**config.mk**
```make
export PLATFORM = sky130hd
export DESIGN_NAME = add_acc_pipe
export DESIGN_NICKNAME = d
export VERILOG_FILES = /design/src/rtl/add_acc_pipe.sv
export SDC_FILE = /design/constraint.sdc
export NUM_CORES = 1
export LEC_CHECK = 0
export CORE_AREA = 2 2 133 135
export CTS_CLUSTER_SIZE = 30
export DETAILED_ROUTE_END_ITERATION = 8
export DIE_AREA = 0 0 135 137
export GPL_TIMING_DRIVEN = 1
export HOLD_SLACK_MARGIN = 0.02
export PLACE_DENSITY = 0.82
export SLEW_MARGIN = 20
export SYNTH_ARGS = -nofsm -noshare
export SYNTH_HDL_FRONTEND = slang
export SYNTH_SLANG_ARGS = --single-unit
```
**constraint.sdc**
```tcl
create_clock -name clk -period 8.1 [get_ports clk]
set_input_delay 2.025 -clock clk [delete_from_list [all_inputs] [get_ports clk]]
set_output_delay 2.025 -clock clk [all_outputs]
set_load 0.05 [all_outputs]
```
**src/rtl/add_acc_pipe.sv**
```systemverilog
// Operand-staging / result-buffering stage around a 32-bit carry-lookahead adder.
// One S1 op register feeds the adder; results land in a 2-entry FIFO; a running accumulator lives at S1.

// 4-bit lookahead group: local carries plus group generate/propagate for the next level.
module add_cla4 (
  input  logic [3:0] a_i,
  input  logic [3:0] b_i,
  input  logic       c_i,
  output logic [3:0] s_o,
  output logic       g_o,
  output logic       p_o
);
  logic [3:0] g, p, c;

  assign g = a_i & b_i;
  assign p = a_i ^ b_i;

  assign c[0] = c_i;
  assign c[1] = g[0] | (p[0] & c_i);
  assign c[2] = g[1] | (p[1] & g[0]) | (p[1] & p[0] & c_i);
  assign c[3] = g[2] | (p[2] & g[1]) | (p[2] & p[1] & g[0]) | (p[2] & p[1] & p[0] & c_i);
  assign s_o  = p ^ c;

  // Group G/P must not depend on c_i so the second level stays acyclic.
  assign g_o = g[3] | (p[3] & g[2]) | (p[3] & p[2] & g[1]) | (p[3] & p[2] & p[1] & g[0]);
  assign p_o = &p;
endmodule

// 32-bit unsigned adder, Sum = A + B with carry-out in Sum[32], carry-in fixed at 0.
module add_tc_16_16 #(
  parameter int NUM_GRP = 8
) (
  input  logic [4*NUM_GRP-1:0] A,
  input  logic [4*NUM_GRP-1:0] B,
  output logic [4*NUM_GRP:0]   Sum
);
  logic [NUM_GRP-1:0] gg, gp;
  logic [NUM_GRP:0]   gc;

  add_cla4 u_grp [NUM_GRP-1:0] (
    .a_i (A),
    .b_i (B),
    .c_i (gc[NUM_GRP-1:0]),
    .s_o (Sum[4*NUM_GRP-1:0]),
    .g_o (gg),
    .p_o (gp)
  );

  always_comb begin
    gc[0] = 1'b0;
    for (int i = 0; i < NUM_GRP; i++)
      gc[i+1] = gg[i] | (gp[i] & gc[i]);
  end

  assign Sum[4*NUM_GRP] = gc[NUM_GRP];
endmodule

module add_acc_pipe #(
  parameter int FIFO_DEPTH = 2
) (
  input  logic        clk,
  input  logic        rst,
  input  logic        in_valid,
  output logic        in_ready,
  input  logic [1:0]  in_op,
  input  logic [31:0] in_a,
  input  logic [31:0] in_b,
  output logic        out_valid,
  input  logic        out_ready,
  output logic [32:0] out_sum,
  output logic [31:0] acc_value,
  output logic        acc_ovf
);
  typedef enum logic [1:0] {
    OP_ADD  = 2'b00,
    OP_ACC  = 2'b01,
    OP_CLR  = 2'b10,
    OP_LOAD = 2'b11
  } op_e;

  // S1 operation register
  logic        s1_vld_q, s1_vld_d;
  op_e         s1_op_q, s1_op_d;
  logic [31:0] s1_a_q, s1_a_d;
  logic [31:0] s1_b_q, s1_b_d;

  // accumulator
  logic [31:0] acc_q, acc_d;
  logic        ovf_q, ovf_d;

  // result FIFO
  logic [32:0] fifo_q [FIFO_DEPTH];
  logic [32:0] fifo_d [FIFO_DEPTH];
  logic        wptr_q, wptr_d;
  logic        rptr_q, rptr_d;
  logic [1:0]  cnt_q, cnt_d;

  logic        producing, fifo_full, commit, push, pop, accept;
  logic [31:0] add_a, add_b;
  logic [32:0] sum;

  assign producing = (s1_op_q == OP_ADD) || (s1_op_q == OP_ACC);
  assign fifo_full = (cnt_q == 2'(FIFO_DEPTH));
  // No full-bypass: a pop in the same cycle never frees room for a push.
  assign commit    = s1_vld_q && (!producing || !fifo_full);
  assign push      = commit && producing;
  assign out_valid = (cnt_q != 2'd0);
  assign pop       = out_valid && out_ready;
  assign in_ready  = !s1_vld_q || commit;
  assign accept    = in_valid && in_ready;

  assign add_a = (s1_op_q == OP_ACC) ? acc_q  : s1_a_q;
  assign add_b = (s1_op_q == OP_ACC) ? s1_a_q : s1_b_q;

  add_tc_16_16 u_add (
    .A   (add_a),
    .B   (add_b),
    .Sum (sum)
  );

  always_comb begin
    s1_vld_d = s1_vld_q;
    s1_op_d  = s1_op_q;
    s1_a_d   = s1_a_q;
    s1_b_d   = s1_b_q;
    if (accept) begin
      s1_vld_d = 1'b1;
      s1_op_d  = op_e'(in_op);
      s1_a_d   = in_a;
      s1_b_d   = in_b;
    end else if (commit) begin
      s1_vld_d = 1'b0;
    end
  end

  always_comb begin
    acc_d = acc_q;
    ovf_d = ovf_q;
    if (commit) begin
      unique case (s1_op_q)
        OP_ACC: begin
          acc_d = sum[31:0];
          ovf_d = ovf_q | sum[32];
        end
        OP_CLR: begin
          acc_d = '0;
          ovf_d = 1'b0;
        end
        OP_LOAD: begin
          acc_d = s1_a_q;
          ovf_d = 1'b0;
        end
        default: ;
      endcase
    end
  end

  always_comb begin
    fifo_d = fifo_q;
    wptr_d = wptr_q;
    rptr_d = rptr_q;
    if (push) begin
      fifo_d[wptr_q] = sum;
      wptr_d         = ~wptr_q;
    end
    if (pop) rptr_d = ~rptr_q;
    cnt_d = cnt_q + {1'b0, push} - {1'b0, pop};
  end

  always_ff @(posedge clk or posedge rst) begin
    if (rst) begin
      s1_vld_q <= 1'b0;
      s1_op_q  <= OP_ADD;
      s1_a_q   <= '0;
      s1_b_q   <= '0;
      acc_q    <= '0;
      ovf_q    <= 1'b0;
      for (int i = 0; i < FIFO_DEPTH; i++) fifo_q[i] <= '0;
      wptr_q   <= 1'b0;
      rptr_q   <= 1'b0;
      cnt_q    <= '0;
    end else begin
      s1_vld_q <= s1_vld_d;
      s1_op_q  <= s1_op_d;
      s1_a_q   <= s1_a_d;
      s1_b_q   <= s1_b_d;
      acc_q    <= acc_d;
      ovf_q    <= ovf_d;
      fifo_q   <= fifo_d;
      wptr_q   <= wptr_d;
      rptr_q   <= rptr_d;
      cnt_q    <= cnt_d;
    end
  end

  // Head is forced to zero when empty so stale entries never leak out.
  assign out_sum   = out_valid ? fifo_q[rptr_q] : '0;
  assign acc_value = acc_q;
  assign acc_ovf   = ovf_q;
endmodule

```
# Yosys cells after proc, flatten, opt, wreduce, memory -nomap -nowiden
# Index checks and enable logic that the tools add are counted.
[op_classes]
eq_ne = 4
n_addsub = 2
shift = 0
bitwise_logic = 219
reduce_logical = 26
n_div = 0
multipliers = 0
mux = 13
n_lt_le_gt_ge = 3
[ops]
columns = ["cell", "n"]
rows = [
  ["2-to-1 mux 33 bit", 5],
  ["AND 1 bit", 114],
  ["case mux 32 bit (3 select lines)", 1],
  ["OR 1 bit", 77],
  ["bitwise mux 66 bit", 1],
  ["2-to-1 mux 32 bit", 2],
  ["XOR 4 bit", 16],
  ["demux 33 bit (select 1 bit)", 1],
  ["AND 4 bit", 8],
  ["AND reduction 4 bit", 7],
  ["equality test 2 bit (second input constant)", 3],
  ["nonzero test 2 bit", 3],
  ["logical AND 1 bit", 5],
  ["greater-or-equal comparator 2 bit (second input constant)", 2],
  ["NOT 1 -> 2 bit", 2],
  ["AND reduction 2 bit", 2],
  ["zero test 1 bit", 3],
  ["logical OR 1 bit", 3],
  ["nonzero test 3 bit", 1],
  ["adder 2 x 1 -> 2 bit", 1],
  ["equality test 2 x 1 -> 1 bit (second input constant)", 1],
  ["zero test 2 bit", 1],
  ["< comparator 2 x 1 -> 1 bit (second input constant)", 1],
  ["2-to-1 mux 1 bit", 2],
  ["4 further kinds", 5],
]
[word_totals]
ram_bits = 0
out_inout_bits = 68
memories = 0
in_bits = 70
word_cells = 278
latch_bits = 0
regBits = 170
romBits = 0

# Longest topological paths before layout
[depth]
depth_word = 23
mapped_depth = 19
depth_no_buf = 16

# By module
# From an unflattened synthesis, not the netlist that was laid out.
[hier_totals]
hier_cells = 859
area_unflattened_um2 = 9771.9
[modules_own_cells]
columns = ["mod", "area_per_inst_um2", "cells_per_inst", "n_inst", "seq_area_each_um2"]
rows = [
  ["add_acc_pipe", 8189.1, 665, 1, 4254.1],
  ["add_cla4", 182.7, 22, 8, 0.0],
  ["add_tc_16_16", 121.4, 18, 1, 0.0],
]

# Least setup slack after synthesis
# OpenSTA, ideal clock, no wires.
[synth_timing]
kind = "reg2reg"
from = "register s1_op_q[0]"
to = "register acc_q[16], in the netlist acc_value[16]"
stages_incl_launch_ff = 18
arrival_time_ns = 4.128
setup_slack_ns = 3.889
period_less_slack_ns = 4.211
t_required_ns = 8.017
cell_sequence = "dfrtp_1 > clkbuf_1 > nand2b_1 > clkbuf_1 > clkbuf_1 > mux2_2 > ha_1 > a2111oi_2 > o21ai_1 > o21ai_0 > o21ai_2 > a21boi_2 > o2111ai_2 > a21oi_1 > fa_1 > nor2_1 > a31oi_1 > o21ai_0"
[synth_between]
elab_chain_len = 15
[synth_lines]
columns = ["element", "line", "text"]
rows = [
  ["start, declared", "83", "op_e s1_op_q, s1_op_d;"],
  ["start signal, assigned", "184", "s1_op_q <= s1_op_d;"],
  ["equality test 2 x 1 -> 1 bit", "--", ""],
  ["2-to-1 mux 32 bit (on tied branches)", "112, 113", ""],
  ["XOR 4 bit / AND 4 bit (equally long branches)", "16, 15", ""],
  ["AND 1 bit", "25", "assign g_o = g[3] | (p[3] & g[2]) | (p[3] & p[2] & g[1]) | (p[3] & p[2] & p[1] & g[0]);"],
  ["OR 1 bit / AND 1 bit (equally long branches) (2 in series)", "25", ""],
  ["OR 1 bit", "25", ""],
  ["AND 1 bit", "52", "gc[i+1] = gg[i] | (gp[i] & gc[i]);"],
  ["OR 1 bit", "52", ""],
  ["AND 1 bit", "52", ""],
  ["OR 1 bit", "52", ""],
  ["AND 1 bit", "52", ""],
  ["OR 1 bit", "52", ""],
  ["XOR 4 bit", "22", "assign s_o = p ^ c;"],
  ["case mux 32 bit (3 select lines)", "140", "unique case (s1_op_q)"],
  ["end signal, assigned", "176", "acc_q <= '0;"],
  ["end signal, assigned", "187", "acc_q <= acc_d;"],
  ["end, declared", "88", "logic [31:0] acc_q, acc_d;"],
]
# Parallel ways exist; a longest one is shown, timed or not.
# A chain may end at the register's enable or synchronous reset.

# Worst setup path in the final report
[layout_timing]
from = "register s1_op_q[0]"
to = "register acc_q[29], in the netlist acc_value[29]"
[layout_between]
elab_chain_len = 23
[layout_lines]
columns = ["element", "line", "text"]
rows = [
  ["equality test 2 x 1 -> 1 bit", "--", ""],
  ["2-to-1 mux 32 bit (on tied branches)", "112, 113", ""],
  ["XOR 4 bit / AND 4 bit (equally long branches)", "16, 15", ""],
  ["AND 1 bit", "25", ""],
  ["OR 1 bit / AND 1 bit (equally long branches) (2 in series)", "25", ""],
  ["OR 1 bit", "25", ""],
  ["AND 1 bit", "52", ""],
  ["OR 1 bit", "52", ""],
  ["(+6 left out)", "--", ""],
  ["AND 1 bit", "52", ""],
  ["OR 1 bit", "52", ""],
  ["AND 1 bit", "52", ""],
  ["OR 1 bit", "52", ""],
  ["AND 1 bit", "19", "assign c[1] = g[0] | (p[0] & c_i);"],
  ["OR 1 bit", "19", ""],
  ["XOR 4 bit", "22", ""],
  ["case mux 32 bit (3 select lines)", "140", ""],
]
# Parallel ways exist; a longest one is shown, timed or not.

==> reports/results.tsv <==
metric	value	unit
worst rel slew slack	0.286	
worst slew pin tran	1.04	ns
Max-Cap Viols	0	
Diodes inserted	0	
synth warn	0	
Avg Inst Size Synth	10.6	um^2
I/O Buffers	137	
iteration count of the initial detailed-routing pass	5	
GRT Total Usage	0.245	
Worst Hold Launch	fifo_q[52]	
CTS Buffer Depth	2	
synthesis-stage register bit count	170	
leak pwr	5.00	nW
CTS tree	yes	
reg2reg start	s1_op_q[0]	
post-synthesis adder-cell area fraction	0.0635	
Unique masters post-synth	51	
global route hottest layer	met2	
CTS Buf Count	17	
crit path kind	reg -> reg	
Critical Path RT	8.40	ns
Rows	48	
Initial Util	0.541	
post-CTS setup buffers	0	
final setup violation count	0	
synthesis-to-layout area growth	23.8	%
DP HPWL	15.1	mm
status	finished, final reports clean	
Hold Worst Slack	0.472	ns
worst skew pair latency	0.44	ns
Die X	135	um
Final Skew	0.00768	ns
Avg WL per Cell	17.9	um
Placer Congestion	0.916	
crit-path max FO	42	
area of the die	18500	um^2
endpoints failing hold	0	
hold crit path type	reg -> reg	
mux cell area share after synthesis	0.206	
area of the core	17100	um^2
Post-Synth Simple-Gate Area	0.103	
vias in the first global route	6522	
post_cts resized	0	
Root Buffer	clkbuf_16	
crit path DAT	5.15	ns
M1 GR Usage	0.352	
RSZ-0062 raised after global routing	no	
crit start category	flop	
final wirelength	21.9	mm
peak supply drop	255	uV
# fillers	1294	
worst reg-to-reg path cell count	15	
Slew Viols, Final	0	
compound-cell area share of the yosys netlist	0.110	
share of layout cells above drive strength 1	0.197	
DR vias	6875	
most frequent cells in the layout	dfrtp_1, clkdlybuf4s50_1, mux2_2, nand2_1, o21ai_0	
cts hold-fix bufs	0	
met2 GRT Util	0.377	
CP startpoint	s1_op_q[0]	
Mapped Area	9220	um^2
flop2flop setup slack	3.25	ns
Reg clk slew, reported paths	0.07	ns
post-layout min period	4.85	ns
crit path capture	acc_value[29]	
Die Ht	137	um
DR iter-0 viols	523	
vias per cell	5.62	
Top Ports	138	
total gr overflow	0	
largest net degree at the start of global routing	88	
most common cell after layout, fill and taps aside	dfrtp_1	
CP Capture Type	flop	
initial antenna violation count	0	
Setup TNS	0	ns
r2r endpoint	acc_value[29]	
sequential area share after synthesis	0.461	
Cell Pwr Density	462	nW/um^2
first-pass GRT wire length	34.5	mm
Post-Syn Nets	985	
# DRC	0	
XOR/XNOR Fraction of Synth Area	0.0237	
GR Layer Usage met3	0.0426	
Peak Freq	206	MHz
H-Tree Depth	4	
largest family of logic cells by synthesized area	multiplexers	
Post-Syn Instances	873	
final layout net count	1097	
Tcrit/Tclk final	0.599	
total clock sinks	170	
post-route ant nets	0	
[per-stage QoR]
step	utilization	setup slack, ns	instances	area (um^2)	power, mW
after floorplan	-	1.47	873	9220	3.45
after global placement	0.630	3.45	1190	10700	4.29
after detailed placement	0.630	3.30	1190	10700	4.37
after CTS	0.667	3.27	1222	11400	5.26
after global routing	0.669	2.98	1223	11400	5.58
final	0.669	3.25	1223	11400	5.27
[final cells by class]
| type | count | area, um^2 | share of cell area |
|---|---|---|---|
| Multi-Input combinational cell | 624 | 4680 | 0.410 |
| Sequential cell | 170 | 4260 | 0.373 |
| Timing Repair Buffer | 145 | 1460 | 0.127 |
| Clock buffer | 18 | 439 | 0.0385 |
| Tap cell | 225 | 282 | 0.0247 |
| Clock inverter | 14 | 194 | 0.0170 |
| Inverter | 27 | 106 | 0.00932 |
[power by group]
group | switching [mW] | leakage (nW) | internal [mW]
sequential | 0.265 | 2.07 | 1.16
combinational | 1.86 | 2.63 | 1.11
clock | 0.345 | 0.307 | 0.526
[critical path: stages (launching register included)]
cell,delay [ns]
dfrtp_1,0.35
buf_4,0.26
nand2b_2,0.47
buf_4,0.59
mux2_2,0.41
ha_1,0.43
nand4_1,0.22
a2111oi_4,0.33
o21ai_2,0.14
a211oi_2,0.40
nor2_1,0.11
fa_1,0.45
xor2_1,0.22
nor2_1,0.06
a31oi_1,0.17
o21ai_0,0.09
[cells by family after synthesis]
logic type,after synthesis
flip-flops,170
adder cells (fa/ha/maj),42
buffers and inverters,79
multiplexers,173
AO/OA/AOI/OAI,160
AND/OR/NAND/NOR,224
XOR/XNOR,25
[cell usage after synthesis, drive strengths merged]
| cell type | instances | area [um^2] |
|---|---|---|
| a2111oi | 3 | 51.3 |
| a211oi | 3 | 27.5 |
| a21boi | 1 | 11.3 |
| a21o | 2 | 15.0 |
| a21oi | 19 | 95.1 |
| a221o | 1 | 10.0 |
| a221oi | 1 | 8.76 |
| a31oi | 23 | 150 |
| a32oi | 1 | 8.76 |
| and2 | 2 | 12.5 |
| and4 | 1 | 8.76 |
| and4bb | 1 | 12.5 |
| buf | 9 | 40.0 |
| clkbuf | 43 | 161 |
| dfrtp | 170 | 4250 |
| fa | 8 | 160 |
| ha | 34 | 425 |
| inv | 27 | 101 |
| mux2 | 132 | 1490 |
| mux2i | 41 | 410 |
| nand2 | 108 | 405 |
| nand2b | 7 | 43.8 |
| nand3 | 18 | 90.1 |
| nand3b | 1 | 7.51 |
| nand4 | 4 | 31.3 |
| nor2 | 69 | 259 |
| nor2b | 6 | 37.5 |
| nor3 | 4 | 20.0 |
| nor3b | 1 | 7.51 |
| o2111ai | 3 | 45.0 |
| o211ai | 6 | 50.1 |
| o21a | 3 | 22.5 |
| o21ai | 84 | 428 |
| o21bai | 3 | 22.5 |
| o221a | 2 | 22.5 |
| o221ai | 3 | 32.5 |
| o31ai | 2 | 15.0 |
| or2 | 1 | 6.26 |
| or3 | 1 | 6.26 |
| xnor2 | 12 | 105 |
| xor2 | 13 | 114 |
[routing by layer]
layer | vias to the layer above | routed length, um
met5 | - | 0
met4 | 0 | 478
met3 | 36 | 1050
met2 | 194 | 10100
met1 | 3370 | 10300
li1 | 3275 | -
[how the worst min path moves through the flow]
stage | to | slack (ns) | depth (start not counted)
finish | fifo_q[52] | 0.47 | 2
global route | fifo_q[38] | 0.49 | 2
CTS | fifo_q[52] | 0.48 | 2
detailed placement | fifo_q[52] | 0.46 | 2
global placement | fifo_q[52] | 0.46 | 2
floorplan | fifo_q[33] | 0.45 | 2
[sequential cells by signal (all words and copies together) (netlist names)]
| register | cells |
|---|---|
| s1_vld_q | 1 |
| s1_op_q | 2 |
| wptr_q | 1 |
| s1_a_q | 32 |
| rptr_q | 1 |
| fifo_q | 66 |
| acc_value | 32 |
| s1_b_q | 32 |
| cnt_q | 2 |
| acc_ovf | 1 |
No activity file was read; power rests on OpenSTA's default activity.
==> variant 1, RTL diff (same settings) <==
Change the parameter `FIFO_DEPTH` from 2 to 4.
--- a/src/rtl/add_acc_pipe.sv
+++ b/src/rtl/add_acc_pipe.sv
@@ -58,3 +58,3 @@
 module add_acc_pipe #(
-  parameter int FIFO_DEPTH = 2
+  parameter int FIFO_DEPTH = 4
 ) (
Behaviour: not the same (a bounded check fails within 4 cycles, from zero or initial values and one cycle with rst high).
==> variant 1 against the unedited design <==
Core utilization rose by 0.38 points. Final area up 0.57%. Cell count grew 3.0%. Sequential cell count did not move. Area after synthesis is 1.0% higher. Via count increased by 6.2%. Count of clock-buffer cells in the layout is 1 higher. Total power is 2.4% higher. Die area is the same. Maximum frequency decreased by 2.6%. Worst setup slack got worse by 0.13 ns. Non-clock buffer count up 2. Highest routed layer unchanged. Wire length grew 6.1%.
==> variant 1: results (changes against the unedited design) <==
[worst_setup_path]
arrival_ns = 5.26  ; +0.11 ns
reg2reg_slack_ns = 3.12  ; -0.13 ns
cp-startpoint = s1_op_q[1]
critical_path.max_stage_delay_ns = 0.66  ; +0.07 ns
timing.rr.start = s1_op_q[1]
r2r-end = acc_value[17]
cp_max_fo = 31  ; -26%
cp_slowest_cell = nor2b_4

[route]
via_per_inst = 5.79  ; +3.1%
routed_wl_um = 23200  ; +6.1%
wl_per_cell_um = 18.4  ; +3.0%
drt-met1-wl_um = 10800  ; +5.3%
met3_length_um = 1370  ; +31%
drtIter0Drc = 686  ; +31%
dr.pass1.iters = 7  ; +2

[global_routing]
grt_max_degree = 109  ; +24%
use_met1_pct = 38.0  ; +2.9 points
use_met3_pct = 5.48  ; +1.2 points
grt.met2_usage_pct = 39.2  ; +1.5 points
grt_pass1_wl_um = 37400  ; +8.3%
grt_pass1_vias = 7120  ; +9.2%
grt_usage_pct = 26.2  ; +1.7 points

[cts]
h-tree-depth = 4  ; unchanged
ctsResizeCount = 0  ; unchanged

[synth]
synth_xor_area_share_pct = 1.79  ; -0.59 points
synth_area_leaders = dfrtp_1 (46%), mux2_2 (15%), nand2_1 (4.8%)
synth.mux.area_fraction_pct = 19.7  ; -0.91 points
synth_edf_count = 0  ; unchanged
syn_nets = 1021  ; +3.7%
synth_compound_area_share_pct = 11.8  ; +0.78 points
syn_avg_cell_area_um2 = 10.2  ; -3.0%
synth_common_cells = dfrtp_1 (170), mux2_2 (128), nand2_1 (120)
yosys_warnings = 0  ; unchanged
yosysSeqAreaShare_pct = 45.7  ; -0.46 points
yosys.area_share.adder_pct = 6.29  ; -0.064 points

[power]
leakagePower_nw = 5.05  ; +1.0%
clk-power_mw = 0.822  ; -5.6%
p_switching_mw = 2.59  ; +4.6%
peakVddDrop_uv = 278  ; +8.8%
p_clk_share_pct = 15.2  ; -1.3 points
powerComb_mw = 3.13  ; +5%

[layout]
fin_nets = 1134  ; +3.4%
largest_register_ffs = 66  ; unchanged
fillerInstances = 1331  ; +2.9%
top_register = fifo_q
layout-drive-gt1-share_pct = 17.8  ; -2.0 points

[sta]
skew_ns = 0.0116  ; +0.00389 ns
hold_ws_ns = 0.478  ; +0.00554 ns
min_period_ns = 4.98  ; +0.127 ns

[min_path]
holdCritStartpoint = fifo_q[103]
hold_path_end = fifo_q[103]

[place]
dp_hpwl_um = 16100  ; +6.9%
dpl_cell_area_mm2 = 0.0109  ; +1.0%
pre_cts_slack_ns = 3.18  ; -0.114 ns
placed_cells = 1227  ; +3.1%
globalplace.congestion = 0.894  ; -2.4%

[outcome]
status = finished clean

==> variant 1: cell types whose count changed after synthesis, sizes merged, moves of 7 or more <==
cell,unedited run,this run
a21oi,19,35
nand2,108,120
and3,0,8
clkbuf,43,50
o31ai,2,9
==> variant 1: area by class of cell <==
cell class,instances,area [µm²],share of cell area [%]
clock inverter,13,140,1.22
sequential,170,4260,37.1
inverter,22,87.6,0.763
tap,225,282,2.45
clock buffer,19,453,3.95
multi-input combinational,664,4790,41.8
timing repair buffer,147,1470,12.8
==> variant 1: logic make-up (layout without fill, tap and decap cells) <==
group / Yosys count / count (layout)
fa+ha+maj: 42 / 42
flops: 170 / 170
buf+inv: 75 / 201
simple gates: 254 / 254
xor+xnor: 19 / 19
mux: 167 / 167
compound gates: 182 / 182
==> variant 1: worst reg2reg max path, delay by kind of cell, from the launching register on <==
kind	cells	cell delay [ns]
simple gates	4	1.26
flops	1	0.42
mux	1	0.45
xor+xnor	1	0.29
compound gates	7	1.67
fa+ha+maj	2	0.74
==> variant 2, RTL diff (same settings) <==
Made on the original files. Make the reset (`rst`) synchronous in one clocked block.
--- a/src/rtl/add_acc_pipe.sv
+++ b/src/rtl/add_acc_pipe.sv
@@ -169,3 +169,3 @@
 
-  always_ff @(posedge clk or posedge rst) begin
+  always_ff @(posedge clk) begin
     if (rst) begin
Check against the original RTL: differs if rst is asserted again (counterexample within 4 cycles, from zero or initial values and one cycle with rst high); with rst held inactive, the same outputs for 4 cycles.
==> variant 2 against the unedited design <==
Wire length up 7.4%. Synthesized cell count up 19%. Register-to-register slack better by 0.32 ns. Die area stayed put. Cell count rose by 12%. Sequential share of layout area is 5.7 points lower. Sequential cell count is the same. Worst setup slack better by 0.012 ns. Area after synthesis is 5.8% lower. Final area shrank 5.6%. Core utilization shrank 3.7 points. Critical path type is now flop to output port.
Power is not compared: it rests on default switching activity, and its combinational part moved more than twofold at a synthesized area within 25%.
==> variant 2: results (changes against the unedited design) <==
[synth]
syn_inst = 1043  ; +19%
yosys.area_share.adder_pct = 6.74  ; +0.39 points
synth_common_cells = nand2_1 (211), dfxtp_1 (170), a21oi_1 (111)
synth.mux.area_fraction_pct = 12.2  ; -8.3 points
async_reset_ff_share_pct = 0  ; -100 points
synth_area_leaders = dfxtp_1 (39%), nand2_1 (9.1%), mux2_2 (7.5%)
yosysUniqueCellTypes = 58  ; +14%
synth_xor_area_share_pct = 2.22  ; -0.16 points

[route]
via_per_inst = 5.72  ; +1.8%
drtIter0Drc = 598  ; +14%
met3_length_um = 2050  ; +96%
dr_wl_met2_um = 10600  ; +5.4%

[worst_setup_path]
arrival_ns = 2.82  ; -2.33 ns
critical_path.max_stage_delay_ns = 1.06  ; +0.47 ns
critPathTopFamily = flip-flops
cp_max_fo = 34  ; -19%

[place]
placed_cells = 1342  ; +13%
globalplace.congestion = 0.977  ; +6.7%
dp_hpwl_um = 16200  ; +7.5%

[sta]
tightest_slew_ns = 1.10  ; +0.0558 ns
skew_ns = 0.00850  ; +0.000820 ns

[outcome]
status = finished clean

[layout]
fillerInstances = 1511  ; +17%
fin_nets = 1249  ; +14%
multi_input_comb_area_mm2 = 0.00496  ; +5.9%

[global_routing]
use_met1_pct = 34.2  ; -0.97 points
grt.met2_usage_pct = 40.5  ; +2.8 points
grt_usage_pct = 25.6  ; +1.1 points
grt_max_degree = 89  ; +1.1%
use_met3_pct = 5.78  ; +1.5 points
grt_pass1_wl_um = 36900  ; +6.8%

-- variant 2: final timing paths --
path              start            end  slack [ns]  depth (start not counted)
max reg2reg  s1_op_q[1]  acc_value[17]        3.57                         15
min reg2reg  fifo_q[30]     fifo_q[30]        0.45                          2
min          fifo_q[30]     fifo_q[30]        0.45                          2
max              rptr_q    out_sum[25]        3.26                          3
-- variant 2: cells by family (layout without fill, tap and decap cells) --
logic type                 after synthesis  in the layout
DFF                                    170            170
adders and majority gates               42             42
and+or+nand+nor                        373            373
muxes                                   99             99
xor gates and xnor gates                22             22
buffers and inverters                  101            207
AOI/OAI and AO/OA                      236            236
-- variant 2: layout make-up --
type,count,share of cell area (%)
clock inverter,9,0.824
multi-input combinational,772,46.0
clock buffer,22,4.49
inverter,30,1.04
sequential,170,31.6
tap,225,2.61
timing repair buffer,146,13.4
-- variant 2: where the power goes --
group	total (mW)	internal [mW]	switching, mW
clock	0.789	0.456	0.333
sequential	0.969	0.894	0.0744
combinational	0.633	0.243	0.390
